## src/rtl/eth_fcs_rx_check.sv

```systemverilog
// Receive FCS checker: CRC-32 residue check, 4-byte FCS holdback, per-frame status.
// Optional FCS_RX_STATS_EN adds saturating good/bad/runt frame counters.
module eth_fcs_rx_check #(
  parameter int MIN_LEN = 5
) (
  input  logic        clk,
  input  logic        reset,
  input  logic        in_valid,
  input  logic [7:0]  in_data,
  input  logic        in_last,
  output logic        out_valid,
  output logic [7:0]  out_data,
  output logic        out_last,
  output logic        frame_done,
  output logic        frame_good,
  output logic        frame_runt,
  output logic [15:0] frame_len
`ifdef FCS_RX_STATS_EN
  ,
  output logic [15:0] good_count,
  output logic [15:0] bad_count,
  output logic [15:0] runt_count
`endif
);

  localparam logic [31:0] CRC_INIT    = 32'hFFFF_FFFF;
  localparam logic [31:0] CRC_RESIDUE = 32'hDEBB_20E3;
  localparam logic [31:0] CRC_POLY_R  = 32'hEDB8_8320;

  function automatic logic [31:0] crc_update(input logic [31:0] crc_in, input logic [7:0] data);
    logic [31:0] c;
    c = crc_in;
    for (int i = 0; i < 8; i++) begin
      c = (c[0] ^ data[i]) ? ((c >> 1) ^ CRC_POLY_R) : (c >> 1);
    end
    return c;
  endfunction

  typedef enum logic [1:0] {IDLE, FILL, STREAM} state_t;

  state_t           state;
  logic [2:0]       fill;
  logic [3:0][7:0]  hold;   // hold[3] is the oldest byte once full
  logic [31:0]      crc;
  logic [15:0]      len;

  logic [31:0] crc_next;
  logic [15:0] len_next;
  logic        runt_next;

  always_comb begin
    crc_next  = crc_update(crc, in_data);
    len_next  = (len == 16'hFFFF) ? len : len + 16'd1;
    runt_next = (len_next < 16'(MIN_LEN));
  end

  always_ff @(posedge clk) begin
    if (reset) begin
      state      <= IDLE;
      fill       <= 3'd0;
      hold       <= '0;
      crc        <= CRC_INIT;
      len        <= 16'd0;
      out_valid  <= 1'b0;
      out_data   <= 8'h00;
      out_last   <= 1'b0;
      frame_done <= 1'b0;
      frame_good <= 1'b0;
      frame_runt <= 1'b0;
      frame_len  <= 16'd0;
    end else begin
      out_valid  <= 1'b0;
      out_last   <= 1'b0;
      frame_done <= 1'b0;
      if (in_valid) begin
        hold <= {hold[2:0], in_data};
        if (state == STREAM) begin
          out_valid <= 1'b1;
          out_data  <= hold[3];
          out_last  <= in_last;
        end
        if (in_last) begin
          frame_done <= 1'b1;
          frame_good <= !runt_next && (crc_next == CRC_RESIDUE);
          frame_runt <= runt_next;
          frame_len  <= len_next;
          state      <= IDLE;
          fill       <= 3'd0;
          hold       <= '0;
          crc        <= CRC_INIT;
          len        <= 16'd0;
        end else begin
          crc <= crc_next;
          len <= len_next;
          case (state)
            IDLE: begin
              state <= FILL;
              fill  <= 3'd1;
            end
            FILL: begin
              fill <= fill + 3'd1;
              if (fill == 3'd3) state <= STREAM;
            end
            default: ;
          endcase
        end
      end
    end
  end

`ifdef FCS_RX_STATS_EN
  // Counters follow the registered status, so they move one cycle after frame_done.
  always_ff @(posedge clk) begin
    if (reset) begin
      good_count <= 16'd0;
      bad_count  <= 16'd0;
      runt_count <= 16'd0;
    end else if (frame_done) begin
      if (frame_good) begin
        if (good_count != 16'hFFFF) good_count <= good_count + 16'd1;
      end else if (frame_runt) begin
        if (runt_count != 16'hFFFF) runt_count <= runt_count + 16'd1;
      end else begin
        if (bad_count != 16'hFFFF) bad_count <= bad_count + 16'd1;
      end
    end
  end
`endif

endmodule

```

## config.mk

```make
export PLATFORM = sky130hd
export DESIGN_NAME = eth_fcs_rx_check
export DESIGN_NICKNAME = d
export VERILOG_FILES = /design/src/rtl/eth_fcs_rx_check.sv
export SDC_FILE = /design/constraint.sdc
export NUM_CORES = 1
export LEC_CHECK = 0
export BUFFER_PORTS_ARGS = -buffer_cell sky130_fd_sc_hd__buf_4
export CORE_ASPECT_RATIO = 0.6
export CORE_MARGIN = 2
export CORE_UTILIZATION = 45
export DETAILED_ROUTE_END_ITERATION = 10
export GPL_ROUTABILITY_DRIVEN = 1
export HOLD_SLACK_MARGIN = 0.12
export PLACE_DENSITY = 0.62
export SLEW_MARGIN = 20
export SYNTH_ARGS = -nofsm -noshare
export SYNTH_HDL_FRONTEND = slang
export SYNTH_SLANG_ARGS = --single-unit
```

## constraint.sdc

```tcl
create_clock -name clk -period 2.94 [get_ports clk]
set_input_delay 0.588 -clock clk [delete_from_list [all_inputs] [get_ports clk]]
set_output_delay 0.588 -clock clk [all_outputs]
set_load 0.005 [all_outputs]
```

==> results of run 1 <==
-- state kept, by name, indices dropped and copies added (netlist names) --
name and flops:
len 16, out_valid 1, frame_good 1, frame_done 1
out_data 8, crc 32, frame_runt 1, frame_len 16
state 2, hold 32, fill 3, out_last 1
-- critical path, stage by stage, from the launching register on --
cell	delay, ns
dfxtp_1	0.44
ha_1	0.34
nand4_1	0.16
or4_1	0.63
buf_4	0.21
o211ai_1	0.17
o211ai_1	0.13
nand4_1	0.16
nor3_1	0.09
buf_4	0.15
a22o_1	0.18
-- power by group --
group          switching, mW  internal [mW]  leakage, nW  total [mW]
clock network          0.748           1.40        0.292        2.15
registers              0.129           1.68        0.926        1.81
logic                   1.08          0.931         1.50        2.01
-- cells by family (layout without fill, tap and decap cells) --
| family | count (synthesis) | after routing | share of synthesized area |
|---|---|---|---|
| and+or+nand+nor | 271 | 271 | 0.206 |
| AOI/OAI and AO/OA | 134 | 134 | 0.141 |
| DFF | 114 | 114 | 0.402 |
| xor gates and xnor gates | 87 | 87 | 0.173 |
| buffers and inverters | 56 | 103 | 0.0388 |
| muxes | 17 | 17 | 0.0304 |
| adders and majority gates | 4 | 4 | 0.00882 |
-- final cells by class --
| cell class | instances | area [um^2] |
|---|---|---|
| fillers | 1134 | 5380 |
| multi-input cells | 513 | 3190 |
| clock inverters | 11 | 151 |
| repair buffers | 61 | 470 |
| well taps | 165 | 206 |
| flip-flops and latches | 114 | 2280 |
| inverters | 10 | 37.5 |
| clock buffers | 21 | 470 |
-- worst max path at each step --
stage	start	slack, ns	cells past startpoint	to
after floorplan	in_data[7]	0.62	10	frame_good$_SDFFE_PP0P_
after global routing	len[1]$_SDFFE_PP0P_	0.005	9	frame_good$_SDFFE_PP0P_
final	len[1]$_SDFFE_PP0P_	0.18	10	frame_runt$_SDFFE_PP0P_
after CTS	len[1]$_SDFFE_PP0P_	0.20	10	frame_runt$_SDFFE_PP0P_
after detailed placement	in_data[2]	0.12	8	frame_good$_SDFFE_PP0P_
after global placement	in_data[2]	0.19	8	frame_good$_SDFFE_PP0P_
-- layout by cell type (no fill, tap or decap), drive strengths merged, types with 4 or more instances in the layout --
cell type / count
nand3: 7
inv: 11
clkbuf: 21
xnor2: 61
buf: 61
dfxtp: 114
a21oi: 39
a22oi: 16
nand2b: 4
xnor3: 5
clkinvlp: 4
or3: 5
and2: 4
ha: 4
nor2b: 6
nor3: 7
mux2i: 15
nand4: 13
and3: 4
nor2: 111
nand2: 98
o21ai: 54
a211oi: 4
xor2: 19
-- per-stage QoR --
step                setup slack, ns  power (mW)  instances   util
finish                        0.178        5.97        895  0.559
global route                0.00512        6.27        895  0.559
CTS                           0.205        5.97        895  0.559
detailed placement            0.119        3.81        863  0.508
global placement              0.192        3.80        863  0.508
floorplan                     0.617        3.33        683      -
-- routing by layer --
metal / wire length (um) / track usage
met1: 7280 / 0.325
met4: 157 / 0.0643
met5: 0 / 0
met2: 5550 / 0.304
met3: 975 / 0.0397
==> results.yml, run 1 <==
outcome:
  status: "finished, final reports clean"
yosys:
  ys_seq_elements: 114
  ys_seq_area_frac: 0.402
  yosys-top-cells-area: "dfxtp_1, xnor2_1, nor2_1"
  yosysTopAreaCell: "dfxtp_1"
  synthCells: 683
  synth_common_cells: "dfxtp_1, nor2_1, nand2_1"
  netlist_area_um2: 5680
  syn_area_per_cell_um2: 8.31
  synth.most_common_cell: "dfxtp_1"
  synth-main-ff-cell: "dfxtp_1"
  synth_nets: 699
  yosys.cell_types.count: 55
  yosys_warnings: 0
  yosysTopAreaCellShare: 0.402
  synthArstFlopShare: 0
  synth-edff-count: 0
cells_and_area:
  area_delta_synth_final_pct: 19.9
  nNetsFinal: 733
  finish.instance_area_um2: 6800
  drive_above_1_share: 0.149
  antennaDiodeCount: 0
clock_tree:
  htreeDepth: 4
  cts_made_buffers: 17
  cts.repair.resized: 0
  hold_buffers: 0
  post_cts.repair.setup_buffers: 0
  cts.sinks: 114
  clk_latency_ns: 0.41
  cts_max_path_buffers: 2
  cts.clk_slew.worst_paths_ns: 0.05
  cts_tree: "done"
  root_buffer: "clkbuf_16"
worst_hold_path:
  hold_class: "in -> reg"
  min_to: "hold[7]$_SDFFE_PP0P_"
  holdCritStartpoint: "in_data[7]"
  holdPathStages: 3
die:
  dieArea_um2: 13600
  initial_core_util: 0.466
  ioPinCount: 41
  num_rows: 31
  die_h_um: 91
  die_w_um: 149
  core_area_um2: 12200
global_route:
  grt_pass1_wl_mm: 22.8
  first_global_vias: 4396
  grt_antenna_before_repair: 0
  grt_use_total: 0.214
  grt_max_degree: 63
  overflow: 0
placement:
  place_area_um2: 6180
  place_congestion: 0.870
  port_buffers: 40
  dpl.hpwl_mm: 9.56
sta:
  finClkSkew_ns: 0.00757
  finalSetupViolCount: 0
  setup_tns_ns: 0
  min_period_over_period: 0.940
  hold_viol_final: 0
  worst_slew_pin_slew_ns: 1.11
  maxClockFrequency_mhz: 362
  fin_hold_ws_ns: 0.451
  period_minus_slack_ns: 2.76
  maxSlewViolCount: 0
  timing.slew.headroom: 0.256
  rsz0062_at_grt: "false"
worst_setup_path:
  reg2reg_to: "frame_runt$_SDFFE_PP0P_"
  reg2reg_depth: 10
  worstPathArrival_ns: 3.06
  end_kind: "register"
  rr_startpoint: "len[1]$_SDFFE_PP0P_"
  crit_type: "reg -> reg"
  cp_max_fo: 8
  r2r_slack_ns: 0.18
  startpoint_type: "register"
  cp.required_ns: 3.24
power_and_ir_drop:
  leakagePower_nw: 2.71
  vdd_drop_max_mv: 0.507
  p_per_area_nw_per_um2: 878
detailed_routing:
  routed_wl_mm: 14.0
  drtIter0Drc: 410
  vias: 4811
  wire_per_inst_um: 15.6
  first_pass_iters: 5
  drt.antenna.violating_nets: 0
  via_per_inst: 5.38
  drc: 0
run:
  cap_violations: 0
(Power assumes the default switching activity.)
==> run 2: changes to the inputs <==
BUFFER_PORTS_ARGS = unset   (was -buffer_cell sky130_fd_sc_hd__buf_4)
DONT_BUFFER_PORTS = 1   (was unset)
PLACE_DENSITY = 0.6   (was 0.62)
==> run 2 against run 1 <==
Power is 1.6% lower. Worst setup slack better by 0.068 ns. Count of clock-buffer cells in the layout is 2 lower. Maximum frequency is 2.5% higher. Die area stayed put. Cell area is 4.8% lower. First-iteration DRC count is 3.9% lower. Sequential cell count stayed put. Critical path depth is 2 lower. Largest cell class unchanged.
==> results.yml, run 2 (synthesis results as in run 1) <==
outcome:
  status: "finished, final reports clean"
die:
  dieArea_um2: 13600
  num_rows: 31
  core_area_um2: 12200
  die_w_um: 149
  ioPinCount: 41
  initial_core_util: 0.466
  die_h_um: 91
placement:
  dpl.hpwl_mm: 9.21
  dp.cells: 819
  place_area_um2: 5850
  place_congestion: 0.869
  port_buffers: 0
sta:
  maxSlewViolCount: 0
  finClkSkew_ns: 0.0110
  setup_tns_ns: 0
  worst_slew_pin_slew_ns: 1.09
  hold_viol_final: 0
  timing.slew.headroom: 0.268
  min_period_over_period: 0.917
  maxClockFrequency_mhz: 371
  period_minus_slack_ns: 2.69
  finalSetupViolCount: 0
  rsz0062_at_grt: "false"
power_and_ir_drop:
  p_per_area_nw_per_um2: 907
  combPwrFrac: 0.324
  p_switching_mw: 1.91
  p_seq_frac: 0.307
  p_clk_frac: 0.369
  leakagePower_nw: 2.49
  switching_share: 0.325
  vdd_drop_max_mv: 0.403
  p_total_mw: 5.88
  intPower_mw: 3.97
clock_tree:
  cts_made_buffers: 17
  cts_tree: "done"
  cts.repair.resized: 0
  cts_max_path_buffers: 2
  root_buffer: "clkbuf_16"
  htreeDepth: 4
  hold_buffers: 0
  cts.clk_slew.worst_paths_ns: 0.06
  cts.sinks: 114
  post_cts.repair.setup_buffers: 0
  clk_latency_ns: 0.42
global_route:
  grt_max_degree: 96
  first_global_vias: 4231
  grt_use_total: 0.208
  grt_pass1_wl_mm: 22.1
  overflow: 0
  grt_antenna_before_repair: 0
detailed_routing:
  drc: 0
  drtIter0Drc: 394
  routed_wl_mm: 13.6
  drt.antenna.violating_nets: 0
  wire_per_inst_um: 16.0
  via_per_inst: 5.35
  vias: 4557
  first_pass_iters: 5
worst_setup_path:
  startpoint: "len[9]$_SDFFE_PP0P_"
  cp_max_fo: 7
  worstPathArrival_ns: 2.99
  cp.required_ns: 3.24
  crit_type: "reg -> reg"
  rr_startpoint: "len[9]$_SDFFE_PP0P_"
  startpoint_type: "register"
  end_kind: "register"
cells_and_area:
  fill_cells: 1153
  area_delta_synth_final_pct: 14.1
  final_common_cell: "dfxtp_1"
  instances_no_fill: 851
  nNetsFinal: 689
  final_cell_mix: "dfxtp_1, nor2_1, nand2_1, o21ai_0, xnor2_1"
  largestRegisters: "crc x32, hold x32"
  drive_above_1_share: 0.0962
  antennaDiodeCount: 0
  finish.instance_area_um2: 6480
worst_hold_path:
  holdCritStartpoint: "reset"
  hold_class: "in -> reg"
run:
  cap_violations: 0
-- run 2: changes by cell type in the layout (fill, tap and decap cells not counted), sizes merged --
cell	before	now
buf	61	17
clkbuf	21	19
inv	11	13
-- run 2: critical path, stage by stage (launching register included) --
cell,delay [ns]
dfxtp_1,0.45
nand4_1,0.35
or4_1,0.70
nand4_1,0.16
xor2_1,0.25
nand4_1,0.16
nor3_1,0.28
buf_4,0.17
o21ai_1,0.06
-- run 2: final timing paths --
path,end,slack (ns),cells past startpoint
max,frame_good$_SDFFE_PP0P_,0.25,8
max reg2reg,frame_good$_SDFFE_PP0P_,0.25,8
min,fill[1]$_SDFFE_PP0P_,0.24,1
min reg2reg,fill[1]$_SDFFE_PP0P_,0.46,2
-- run 2: power by group through the flow --
stage | clock network, mW | logic (mW) | registers (mW)
final | 2.17 | 1.90 | 1.81
after CTS | 2.20 | 1.89 | 1.80
after detailed placement | 0 | 1.88 | 1.83
after global routing | 2.27 | 2.08 | 1.82
after global placement | 0 | 1.87 | 1.83
after floorplan | 0 | 1.53 | 1.80
-- run 2: cell type report --
type | count | area (um^2) | share of cell area
Clock buffer | 19 | 453 | 0.0699
Timing Repair Buffer | 17 | 140 | 0.0216
Inverter | 10 | 37.5 | 0.00579
Sequential cell | 114 | 2280 | 0.352
Clock inverter | 13 | 173 | 0.0267
Multi-Input combinational cell | 513 | 3190 | 0.492
Tap cell | 165 | 206 | 0.0319
-- run 2: layer usage --
metal | global-route usage | part of all wire | vias up
met2 | 0.273 | 0.39 | 130
met1 | 0.314 | 0.52 | 2134
met5 | 0 | 0 | -
met3 | 0.0724 | 0.082 | 7
li1 | - | - | 2286
met4 | 0.0619 | 0.0046 | 0
-- run 2: stage by stage --
| step | hold slack (ns) | setup slack (ns) | util |
|---|---|---|---|
| after floorplan | 0.436 | 0.617 | - |
| after global placement | 0.446 | 0.338 | 0.480 |
| after detailed placement | 0.453 | 0.221 | 0.480 |
| after CTS | 0.226 | 0.320 | 0.532 |
| after global routing | 0.230 | 0.0694 | 0.532 |
| final | 0.245 | 0.245 | 0.532 |
